**config.mk**
```make
export PLATFORM = sky130hd
export DESIGN_NAME = wishbone_dm_regs_param
export DESIGN_NICKNAME = d
export VERILOG_FILES = /design/src/rtl/wishbone_dm_regs_param.sv
export SDC_FILE = /design/constraint.sdc
export NUM_CORES = 1
export LEC_CHECK = 0
export BUFFER_PORTS_ARGS = -buffer_cell sky130_fd_sc_hd__buf_2
export CAP_MARGIN = 30
export CORE_MARGIN = 4
export CORE_UTILIZATION = 45
export CTS_BUF_LIST = sky130_fd_sc_hd__clkbuf_4
export CTS_CLUSTER_DIAMETER = 30
export DETAILED_ROUTE_END_ITERATION = 12
export GPL_ROUTABILITY_DRIVEN = 0
export PLACE_DENSITY = 0.67
export SLEW_MARGIN = 20
export SYNTH_ARGS = -nofsm -noshare
export SYNTH_HDL_FRONTEND = slang
export SYNTH_SLANG_ARGS = --single-unit
```
**constraint.sdc**
```tcl
create_clock -name clk_i -period 3.6 [get_ports clk_i]
set_clock_uncertainty 0.1 [all_clocks]
set_input_delay 0.36 -clock clk_i [delete_from_list [all_inputs] [get_ports clk_i]]
set_output_delay 0.36 -clock clk_i [all_outputs]
set_load 0.02 [all_outputs]
```
**src/rtl/wishbone_dm_regs_param.sv**
```systemverilog
// wishbone_dm_regs_param: Wishbone debug-module data/dmcontrol/dmstatus registers with event FIFO
module wishbone_dm_regs_param #(
  parameter int DATA_W    = 64,
  parameter int NUM_DATA  = 4,
  parameter int EVT_DEPTH = 4
) (
  input  logic              clk_i,
  input  logic              rst_i,
  input  logic [31:0]       addr_i,
  input  logic              we_i,
  input  logic [DATA_W-1:0] data_i,
  input  logic              cyc_i,
  input  logic              stb_i,
  output logic [DATA_W-1:0] data_o,
  output logic              ack_o,
  input  logic              halted_i,
  output logic              haltreq_o,
  output logic              resumereq_o,
  output logic              hartreset_o,
  output logic              evt_valid_o,
  output logic [7:0]        evt_code_o,
  input  logic              evt_ready_i,
  output logic              evt_overflow_o
);
  localparam logic [0:0] IDLE = 1'b0;
  localparam logic [0:0] ACK  = 1'b1;
  localparam int AW = $clog2(EVT_DEPTH);
  logic [0:0]        state;
  logic [DATA_W-1:0] data_q [NUM_DATA];
  logic [31:0]       dmctl;
  logic              all_ack;
  logic [7:0]        evt_mem [EVT_DEPTH];
  logic [AW-1:0]     wp, rp;
  logic [AW:0]       cnt;
  logic              start, wr, wr_ctl, wr_stat, resume_fire, push, pop, push_ok;
  logic [7:0]        push_code;
  logic [DATA_W-1:0] rd_val;
  logic [31:0]       dmstatus;
  logic [2:0]        rise;
  assign start       = state == IDLE && cyc_i && stb_i;
  assign wr          = start && we_i;
  assign wr_ctl      = wr && addr_i == 32'h10;
  assign wr_stat     = wr && addr_i == 32'h11;
  assign resume_fire = dmctl[30] && !halted_i;
  assign rise        = data_i[31:29] & ~dmctl[31:29];
  assign dmstatus    = {14'd0, all_ack, 5'd0, ~halted_i, 1'b0, halted_i, 1'b0, 1'b1, 3'd0, 4'd2};
  assign ack_o       = state == ACK;
  assign haltreq_o   = dmctl[31];
  assign resumereq_o = dmctl[30];
  assign hartreset_o = dmctl[29];
  assign evt_valid_o = cnt != '0;
  assign evt_code_o  = evt_mem[rp];
  assign pop         = evt_valid_o && evt_ready_i;
  assign push_ok     = push && (cnt != (AW+1)'(EVT_DEPTH) || pop);
  always_comb begin
    rd_val    = '0;
    push      = 1'b0;
    push_code = 8'h00;
    for (int k = 0; k < NUM_DATA; k++)
      if (addr_i == 32'(4 + k)) begin
        rd_val    = data_q[k];
        push      = wr && data_i != data_q[k];
        push_code = 8'(k);
      end
    if (addr_i == 32'h10) begin
      rd_val    = DATA_W'(dmctl);
      push      = wr && |rise;
      push_code = rise[2] ? 8'h10 : rise[1] ? 8'h11 : 8'h12;
    end
    if (addr_i == 32'h11) begin
      rd_val    = DATA_W'(dmstatus);
      push      = wr;
      push_code = 8'h20;
    end
  end
  always_ff @(posedge clk_i) begin
    if (rst_i) begin
      state          <= IDLE;
      data_o         <= '0;
      dmctl          <= '0;
      all_ack        <= 1'b0;
      wp             <= '0;
      rp             <= '0;
      cnt            <= '0;
      evt_overflow_o <= 1'b0;
      for (int k = 0; k < NUM_DATA; k++) data_q[k] <= '0;
    end else begin
      state  <= start ? ACK : (cyc_i && stb_i) ? state : IDLE;
      data_o <= start ? rd_val : (cyc_i && stb_i) ? data_o : '0;
      for (int k = 0; k < NUM_DATA; k++)
        if (wr && addr_i == 32'(4 + k)) data_q[k] <= data_i;
      if (wr_ctl) dmctl <= data_i[31:0];
      else if (resume_fire) dmctl[30] <= 1'b0;
      if (wr_ctl && data_i[30]) all_ack <= 1'b0;
      else if (resume_fire) all_ack <= 1'b1;
      if (push_ok) wp <= wp + 1'b1;
      if (pop) rp <= rp + 1'b1;
      cnt            <= cnt + (AW+1)'(push_ok) - (AW+1)'(pop);
      evt_overflow_o <= wr_stat ? 1'b0 : (push && !push_ok) ? 1'b1 : evt_overflow_o;
    end
  end
  always_ff @(posedge clk_i)
    if (!rst_i && push_ok) evt_mem[wp] <= push_code;
endmodule

```
# ---- Word level (Yosys, flattened, before mapping)
# Memories as Yosys holds them, arrays and structs flattened. A register that Yosys moved wholly into a read port is not among the register bits.
# Index checks and enable logic that the tools add are counted.
dict set report totals {
  reg_bits 106
  latch_bits 0
  ramBits 288
  mem_bits_ro 0
  wordCells 112
  memories 2
}
dict set report classes {
  addsub 4
  mul 0
  div 0
  n_lt_le_gt_ge 0
  n_eq_ne 12
  n_shift 0
  n_mux 47
  n_bitwise 8
  n_reduce_logical 30
}
# name depth word_bits rd rd_clocked_by_memory_dff wr line_no
set mem_list {}
lappend mem_list {data_q 4 64 4 0 4 29} ;# logic [DATA_W-1:0] data_q [NUM_DATA];
lappend mem_list {evt_mem 4 8 1 1 1 32} ;# logic [7:0] evt_mem [EVT_DEPTH];
# op count
set op_table {}
lappend op_table {{$mux W64} 12}
lappend op_table {{$ne A64 B64 Y1} 4}
lappend op_table {{$eq A32 B3 Y1 const B} 4}
lappend op_table {{$eq A32 B5 Y1 const B} 2}
lappend op_table {{$mux W8} 4}
lappend op_table {{$mux W1} 27}
lappend op_table {{$logic_and A1 B1 Y1} 21}
lappend op_table {{$mux W2} 4}
lappend op_table {{$add A2 B1 Y2 const B} 2}
lappend op_table {{$or A1 B1 Y1} 4}
lappend op_table {{$reduce_or A2 Y1} 2}
lappend op_table {{$add A3 B1 Y3} 1}
lappend op_table {{$and A3 B3 Y3} 1}
lappend op_table {{$logic_not A1 Y1} 3}
lappend op_table {{$ne A3 B3 Y1 const B} 1}
lappend op_table {{$not A3 Y3} 1}
lappend op_table {{$reduce_bool A3 Y1} 1}
lappend op_table {{$reduce_or A3 Y1} 1}
lappend op_table {{$sub A3 B1 Y3} 1}
lappend op_table {{$ne A2 B2 Y1 const B} 1}
lappend op_table {{$not A1 Y1} 2}
lappend op_table {{$reduce_bool A2 Y1} 1}
lappend op_table {{$logic_or A1 B1 Y1} 1}

# ---- Logic depth before layout (Yosys ltp)
# Gate-level depths: netlist (run 1).
dict set report logic_depth {
  word_depth 15
  ltp_mapped 14
  mapped_depth_nobuf 13
}

# ---- Least setup slack after synthesis (run 1)
# No wires, ideal clock.
dict set report synth_path {
  path_type {input to register}
  startpoint {input port addr_i[27]}
  endpoint {memory data_q[2][0], enable pin}
  arrival_time_ns 3.044
  required_time_ns 3.068
  path_slack_ns 0.024
  path_stages 6
  path_cell_list {nor4_1 nand3_2 nor3_2 buf_2 nand3_1 nand2b_1}
}
# element line_no
set synth_rtl {}
lappend synth_rtl {{from (decl)} 9} ;# input logic [31:0] addr_i,
lappend synth_rtl {{to (decl)} 29}

==> summary.md, run 1 <==
| Metric | Value |
|---|---|
| Worst setup slack after layout | `-0.0714 ns` |
| FP Rows | `75` |
| Final Setup Violations | `1` |
| Leak | `9.45 nW` |
| Fraction of registers with async set/reset | `0%` |
| Post-synth EDFFs | `272` |
| Period minus WS final | `3.67 ns` |
| Max Freq | `272 MHz` |
| Initial core utilization | `45.9%` |
| WS Path Type | `flop to flop` |
| Hold Crit Start | `we_i` |
| Hold WC Path Type | `input port to flop` |
| Largest net degree at the start of global routing | `65` |
| Core box area | `42,200 um2` |
| # DRC | `0` |
| Num Clock Sinks | `380` |
| HPWL after detailed placement | `43.0 mm` |
| Routed Antenna Nets | `0` |
| Synth Warn # | `0` |
| Root Buffer | `clkbuf_4` |
| Top cells by area, synth | `edfxtp_1 (42%), dfxtp_1 (11%), xnor2_1 (8.7%)` |
| TritonCTS clock tree | `done` |
| Worst hold path endpoint | `evt_overflow_o` |
| Clock share of power | `40.8%` |
| Post-Syn Area | `19,400 um2` |
| First-pass GRT wire length | `94.1 mm` |
| Die X-Extent | `216 um` |
| RR Endpoint | `cnt[2]` |
| Final count of hold timing violations | `0` |
| Status | `finished, violations left` |
| Vias in the first global route | `15,000` |
| Grt peak-use layer | `met2` |
| Critical path cell sequence | `xnor2_2 -> nand4_1 -> nor4_4 -> nand4_1 -> a22o_1 -> or3_4 -> mux2i_2 -> ha_2 -> inv_2 -> fa_2 -> xor2_1 -> xnor2_1 -> nor2_1` |
| RSZ-0062 raised after global routing | `true` |
| All-Layer GR Usage | `26.6%` |
| Yosys reg bits | `380` |
| DRT Wirelength | `62.7 mm` |
| Mapped Cells | `1,625` |
| Nets | `2,131` |
| Worst path slowest cell | `edfxtp_1` |
| Chip Height | `216 um` |
| Layout Area Growth over Synthesis | `24.4%` |
| Req. time, crit path | `4.11 ns` |
| Vias | `14,800` |
| Max_slew headroom | `33.0%` |
| Failing checks | `setup timing` |
| Num CTS Buffers | `105` |
| Top-count cell post-synth | `edfxtp_1` |
| Met3 usage | `5.75%` |
| Syn Area/Cell | `11.9 um2` |
| PortBufs | `176` |
| Initial antenna violation count | `5` |
| WHS Path Cells | `4` |
| Most common cell on crit path | `nand4_1` |
| Gr ovfl total | `0` |
| Max Buffers Root-to-Sink | `3` |
| Crit path largest cell delay | `0.44 ns` |
| Comb power frac | `10.7%` |
| Slew Limit Fails | `0` |
| Yosys top cell by area | `edfxtp_1` |
| Startpoint types | `flop` |
| CP Max Fanout | `3` |
| I/O pin total | `181` |
| Psw | `2.52 mW` |
| R2r startpoint | `data_q[1][13]` |
| Die area | `46,500 um2` |
| Met1 GRT Util | `36.3%` |
| Post-synth top flop | `edfxtp_1` |
| Part of the power in registers | `48.5%` |
| Post-synth cell types | `61` |
| Fin crit share | `102%` |
| Clk_lat worst skew | `0.79 ns` |
| TritonRoute pass-1 iters | `6` |
| WL/cell | `23.6 um` |
| Worst hold margin | `0.131 ns` |
| Worst-path clk slew | `0.07 ns` |
| Initial drt markers | `1,622` |
| Reg2reg setup slack | `-0.07 ns` |
| Worst slew pin tran | `0.991 ns` |
| Via-to-Cell Ratio | `5.56` |
| Peak VDD IR | `0.259 mV` |
| CTS H-Tree Depth | `3` |
| Share of the synthesized area in the top cell type | `42.1%` |
| Internal power | `7.39 mW` |
| Pwr Density | `411 nW/um2` |
| Share of cells above drive strength 1 | `29.6%` |
| Pre-CTS setup slack | `-0.520 ns` |
| Critical Path Sink Type | `flop` |
| Crit path DAT | `4.19 ns` |
| Seq/Total Area, Yosys | `53.3%` |
| Top cells by instance count after synthesis | `edfxtp_1 (272), and2_1 (252), xnor2_1 (193)` |
| Sw Ratio | `25.4%` |
| M2 GR Usage | `42.1%` |
| Max Cap Violations | `0` |
| R2r worst-path depth | `13` |
-- state kept, by name, indices dropped and copies added, names as in the netlist, named ones only --
name / cells
all_ack: 1
data_o: 64
wp: 2
ack_o: 1
evt_mem: 16
rp: 2
evt_overflow_o: 1
dmctl: 32
data_q: 256
cnt: 3
-- metal layers --
layer	vias to the layer above	share of wire, %
met5	-	0
met4	0	3.6
met3	118	9.3
met2	748	46
met1	7223	41
li1	6685	-
-- cell type report --
cell class                      instances  area, um2
Clock buffer                          161       1210
Fill cell                            3561      18100
Antenna cell                            6       15.0
Multi-Input combinational cell       1089       8440
Clock inverter                         34        201
Sequential cell                       380      10300
Timing Repair Buffer                  439       3210
Tap cell                              539        674
Inverter                                7       26.3
-- cell usage in the layout, fill, tap and decap left out, types with 4 or more instances in the layout --
| cell type | n |
|---|---|
| conb_1 | 4 |
| o21ai_0 | 7 |
| a21oi_1 | 46 |
| dlygate4sd3_1 | 87 |
| a22oi_1 | 46 |
| o22ai_1 | 23 |
| ha_1 | 4 |
| edfxtp_1 | 272 |
| buf_4 | 166 |
| nand2_1 | 91 |
| inv_1 | 6 |
| nand3_1 | 5 |
| nor4_2 | 9 |
| nor3_4 | 5 |
| and2_1 | 252 |
| nand4_1 | 58 |
| or2_2 | 4 |
| a222oi_1 | 17 |
| xnor2_1 | 183 |
| nor4b_1 | 4 |
| a22o_1 | 5 |
| nor4_4 | 7 |
| xnor2_2 | 10 |
| clkbuf_4 | 161 |
| diode_2 | 6 |
| clkinv_2 | 14 |
| xor2_1 | 67 |
| clkinv_1 | 17 |
| nor2_1 | 70 |
| dfxtp_1 | 108 |
| mux2i_1 | 49 |
| nor4_1 | 26 |
| buf_12 | 9 |
| and3_1 | 5 |
| buf_2 | 174 |
| mux4_2 | 43 |
-- worst max-delay path, delay by kind of cell (launching register included) --
family          cells  cell delay, ns
simple gates        5            1.39
xor+xnor            3            0.50
buf+inv             1            0.04
mux                 1            0.18
compound gates      1            0.34
fa+ha+maj           2            0.52
flops               1            0.44
-- repair_timing --
item,4_1_cts,5_1_grt
hold endpoints to repair,300,0
hold buffers,87,0
setup endpoints to repair,2,2
setup buffers,3,3
cloned,0,0
resized for setup,14,14
pin swaps,13,12
-- logic make-up after synthesis --
group	Yosys count	synth area share (%)
xor gates and xnor gates	260	11.8
muxes	93	7.58
AOI/OAI and AO/OA	160	5.69
buffers and inverters	159	4.14
adders and majority gates	6	0.426
and+or+nand+nor	566	17.1
DFF	380	53.3
other	1	0.0194
-- stage by stage --
step / area, um2 / instances / setup TNS, ns / total power [mW] / util [%]
CTS: 24000 / 2644 / -0.0257 / 9.96 / 56.8
detailed placement: 21600 / 2359 / -1.27 / 5.86 / 51.1
global placement: 21600 / 2358 / -0.869 / 5.85 / 51.1
floorplan: 19400 / 1628 / 0 / 5.42 / -
global route: 24100 / 2653 / -0.162 / 10.3 / 57.1
finish: 24100 / 2655 / -0.0714 / 9.91 / 57.1
-- how the worst max path moves through the flow --
stage | from | to | slack [ns] | depth (start not counted)
after floorplan | addr_i[27] | data_q[2][0] | 0.02 | 6
after global placement | data_i[13] | cnt[2] | -0.56 | 15
after detailed placement | data_i[13] | cnt[2] | -0.52 | 15
after CTS | data_q[1][39] | cnt[2] | -0.03 | 14
after global routing | data_q[1][13] | cnt[2] | -0.16 | 13
final | data_q[1][13] | cnt[2] | -0.07 | 13
-- power by group through the flow --
stage / clock, mW / sequential [mW] / combinational, mW
2_1_floorplan: 0 / 4.89 / 0.531
3_3_place_gp: 0 / 4.89 / 0.959
3_5_place_dp: 0 / 4.90 / 0.963
4_1_cts: 4.11 / 4.80 / 1.05
5_1_grt: 4.37 / 4.81 / 1.11
6_report: 4.04 / 4.81 / 1.06
(Power assumes the default switching activity.)
==> run 2, diff against run 1 <==
--- a/config.mk
+++ b/config.mk
@@ -5,15 +5,15 @@
 export SDC_FILE = /design/constraint.sdc
 export NUM_CORES = 1
 export LEC_CHECK = 0
-export BUFFER_PORTS_ARGS = -buffer_cell sky130_fd_sc_hd__buf_2
 export CAP_MARGIN = 30
 export CORE_MARGIN = 4
 export CORE_UTILIZATION = 45
 export CTS_BUF_LIST = sky130_fd_sc_hd__clkbuf_4
 export CTS_CLUSTER_DIAMETER = 30
 export DETAILED_ROUTE_END_ITERATION = 12
+export DONT_BUFFER_PORTS = 1
 export GPL_ROUTABILITY_DRIVEN = 0
-export PLACE_DENSITY = 0.67
+export PLACE_DENSITY = 0.63
 export SLEW_MARGIN = 20
 export SYNTH_ARGS = -nofsm -noshare
 export SYNTH_HDL_FRONTEND = slang
==> run 2 against run 1 <==
The flow finishes with violations (hold timing, setup timing). Register-to-register slack improved by 0.06 ns. Highest routed layer unchanged. Wire length rose by 5.6%. Total power fell by 1.2%. Flip-flop and latch count did not move. Core utilization fell by 0.68 points. Via count fell by 1.9%. Sequential share of layout area rose by 0.51 points.
==> summary.md, run 2 (same netlist as run 1, synthesis figures left out) <==
| Metric | Value |
|---|---|
| Non-filler instance count after layout | `2,502 (-5.8%)` |
| Root Buffer | `clkbuf_4` |
| RSZ-0062 raised after global routing | `true` |
| Final Setup Violations | `1 (unchanged)` |
| Pwr Density | `411 nW/um2 (about the same)` |
| Worst hold margin | `-0.400 ns (-0.531 ns)` |
| Vias in the first global route | `14,300 (-4.5%)` |
| Initial drt markers | `1,631 (+0.55%)` |
| Max Cap Violations | `0 (unchanged)` |
| Max Freq | `277 MHz (+1.6%)` |
| Share of cells above drive strength 1 | `19.4% (-10 points)` |
| Failing checks | `hold timing, setup timing` |
| Hold Crit Start | `rst_i` |
| Crit path DAT | `4.20 ns (about the same)` |
| PortBufs | `0 (-100%)` |
| Most frequent cells in the layout | `edfxtp_1 (272), and2_1 (252), dlygate4sd3_1 (198)` |
| Num Clock Sinks | `380 (unchanged)` |
| Top reg by flops | `data_q` |
| Num CTS Buffers | `105 (unchanged)` |
| Max_slew headroom | `38.5% (+5.5 points)` |
| Placed Cells | `2,097 (-11%)` |
| R2r worst-path depth | `14 (+1)` |
| All-Layer GR Usage | `27.9% (+1.3 points)` |
| Nets | `1,980 (-7.1%)` |
| Placed Instance Area | `20,100 um2 (-7.1%)` |
| Most common cell after layout, fill and taps aside | `edfxtp_1` |
| FP Rows | `75 (unchanged)` |
| First-pass GRT wire length | `96.8 mm (+2.9%)` |
| Top flop regs | `data_q (256), data_o (64), dmctl (32)` |
| Critical path cell sequence | `xnor2_2 -> nand4_1 -> nor4_2 -> buf_4 -> nand4_1 -> a22o_1 -> or3_4 -> mux2i_2 -> ha_2 -> inv_1 -> fa_2 -> xor2_1 -> xnor2_1 -> nor2_1` |
| Status | `finished, violations left` |
| Gr ovfl total | `0 (unchanged)` |
| Via-to-Cell Ratio | `5.79 (+4.1%)` |
| Routed Antenna Nets | `0 (unchanged)` |
| Max Buffers Root-to-Sink | `3 (unchanged)` |
| Worst-path clk slew | `0.07 ns (about the same)` |
| Layout Area Growth over Synthesis | `22.9%` |
| Startpoint types | `flop` |
| WHS Path Cells | `1 (-3)` |
| Max reg flops | `256 (unchanged)` |
| Internal power | `7.42 mW (+0.41%)` |
| Critical Path Sink Type | `flop` |
| RR Endpoint | `cnt[2]` |
| Clk_lat worst skew | `0.84 ns (+0.05 ns)` |
| Worst path slowest cell | `edfxtp_1` |
| R2r startpoint | `data_q[3][17]` |
| Fin crit share | `100% (-1.6 points)` |
| Initial core utilization | `45.9% (unchanged)` |
| Most common cell on crit path | `nand4_1` |
| Pre-CTS setup slack | `-0.203 ns (+0.317 ns)` |
| Part of the power in registers | `49.1% (+0.6 points)` |
| Sw Ratio | `24.2% (-1.2 points)` |
| # DRC | `0 (unchanged)` |
| TritonCTS clock tree | `done` |
| Reg2reg setup slack | `-0.02 ns (+0.06 ns)` |
| CP Max Fanout | `2 (-1)` |
| Chip Height | `216 um (unchanged)` |
| CTS H-Tree Depth | `3 (unchanged)` |
| Fill count | `3,611 (+1.4%)` |
| Period minus WS final | `3.62 ns (-0.0563 ns)` |
| Slew Limit Fails | `0 (unchanged)` |
| Leak | `9.07 nW (-4.1%)` |
| Req. time, crit path | `4.18 ns (+0.07 ns)` |
| Die area | `46,500 um2 (unchanged)` |
| Die X-Extent | `216 um (unchanged)` |
| Peak VDD IR | `0.209 mV (-19%)` |
| HPWL after detailed placement | `41.4 mm (-3.7%)` |
| Total power after layout | `9.80 mW (-1.2%)` |
| Final count of hold timing violations | `19 (+19)` |
| WL/cell | `26.5 um (+12%)` |
| I/O pin total | `181 (unchanged)` |
| DRT Wirelength | `66.2 mm (+5.6%)` |
| WS Path Type | `flop to flop` |
| Largest net degree at the start of global routing | `126 (+94%)` |
| Crit path buffers/inverters | `2 (+1)` |
| Core box area | `42,200 um2 (unchanged)` |
| Vias | `14,500 (-1.9%)` |
| Worst hold path endpoint | `cnt[0]` |
| Delay-heaviest family, CP | `simple AND/OR/NAND/NOR gates` |
| Cell area after layout | `23,800 um2 (-1.2%)` |
| Worst slew pin tran | `0.920 ns (-0.0707 ns)` |
| Worst setup slack after layout | `-0.0150 ns (+0.0563 ns)` |
| Comb power frac | `8.0% (-2.7 points)` |
| Initial antenna violation count | `1 (-4)` |
| Clock share of power | `42.9% (+2.1 points)` |
| Crit path largest cell delay | `0.44 ns (about the same)` |
| TritonRoute pass-1 iters | `7 (+1)` |
| Hold WC Path Type | `input port to flop` |
| Psw | `2.37 mW (-5.8%)` |
run 2: cell types whose count changed in the layout (fill, tap and decap cells not counted), sizes merged:
cell	previous run	this run
bufinv	2	3
diode	6	2
clkinv	31	24
clkinvlp	1	0
dlygate4sd3	87	198
clkbuf	162	170
inv	7	10
buf	351	87
run 2: per-stage QoR:
step	util [%]	hold WS, ns	TNS, ns
CTS	55.8	-0.529	0
detailed placement	47.5	0.342	-0.203
finish	56.4	-0.400	-0.0150
global placement	47.5	0.335	-0.193
floorplan	-	0.333	0
global route	56.4	-0.516	-0.101
run 2: what timing repair did:
action / 4_1_cts / 5_1_grt
resized for setup: 10 / 30
pin swaps: 7 / 24
gates cloned: 0 / 0
endpoints found under the hold margin: 396 / 20
hold buffers: 197 / 3
endpoints found under the setup margin: 2 / 4
buffers inserted: 2 / 4
run 2: worst max path at each step:
| stage | slack [ns] | endpoint | cells after the start | start |
|---|---|---|---|---|
| floorplan | 0.02 | data_q[2][0] | 6 | addr_i[27] |
| global placement | -0.19 | cnt[2] | 13 | data_q[2][14] |
| detailed placement | -0.20 | cnt[2] | 13 | data_q[2][14] |
| CTS | 0.0006 | cnt[2] | 14 | data_q[0][6] |
| global route | -0.09 | cnt[2] | 15 | data_q[0][26] |
| finish | -0.02 | cnt[2] | 14 | data_q[3][17] |
run 2: layout make-up:
cell class,instances,area [um2],area share (%)
Sequential cell,380,10300,43.4
Multi-Input combinational cell,1089,8550,35.9
Timing Repair Buffer,288,2780,11.7
Clock buffer,167,1250,5.26
Tap cell,539,674,2.83
Clock inverter,30,201,0.846
Inverter,7,26.3,0.110
Antenna cell,2,5.00,0.0210
run 2: power by group through the flow:
stage               combinational [mW]  sequential (mW)  clock (mW)
floorplan                        0.531             4.89           0
global placement                 0.659             4.89           0
detailed placement               0.654             4.90           0
CTS                              0.764             4.80        4.27
global route                     0.809             4.81        4.53
finish                           0.784             4.81        4.21
run 2: routing by layer:
layer / share of wire (%) / GRT usage [%] / vias up
li1: - / - / 6397
met1: 39 / 36.6 / 7213
met2: 47 / 44.6 / 756
met3: 9.5 / 7.64 / 132
met4: 3.8 / 10.2 / 0
met5: 0 / 0 / -
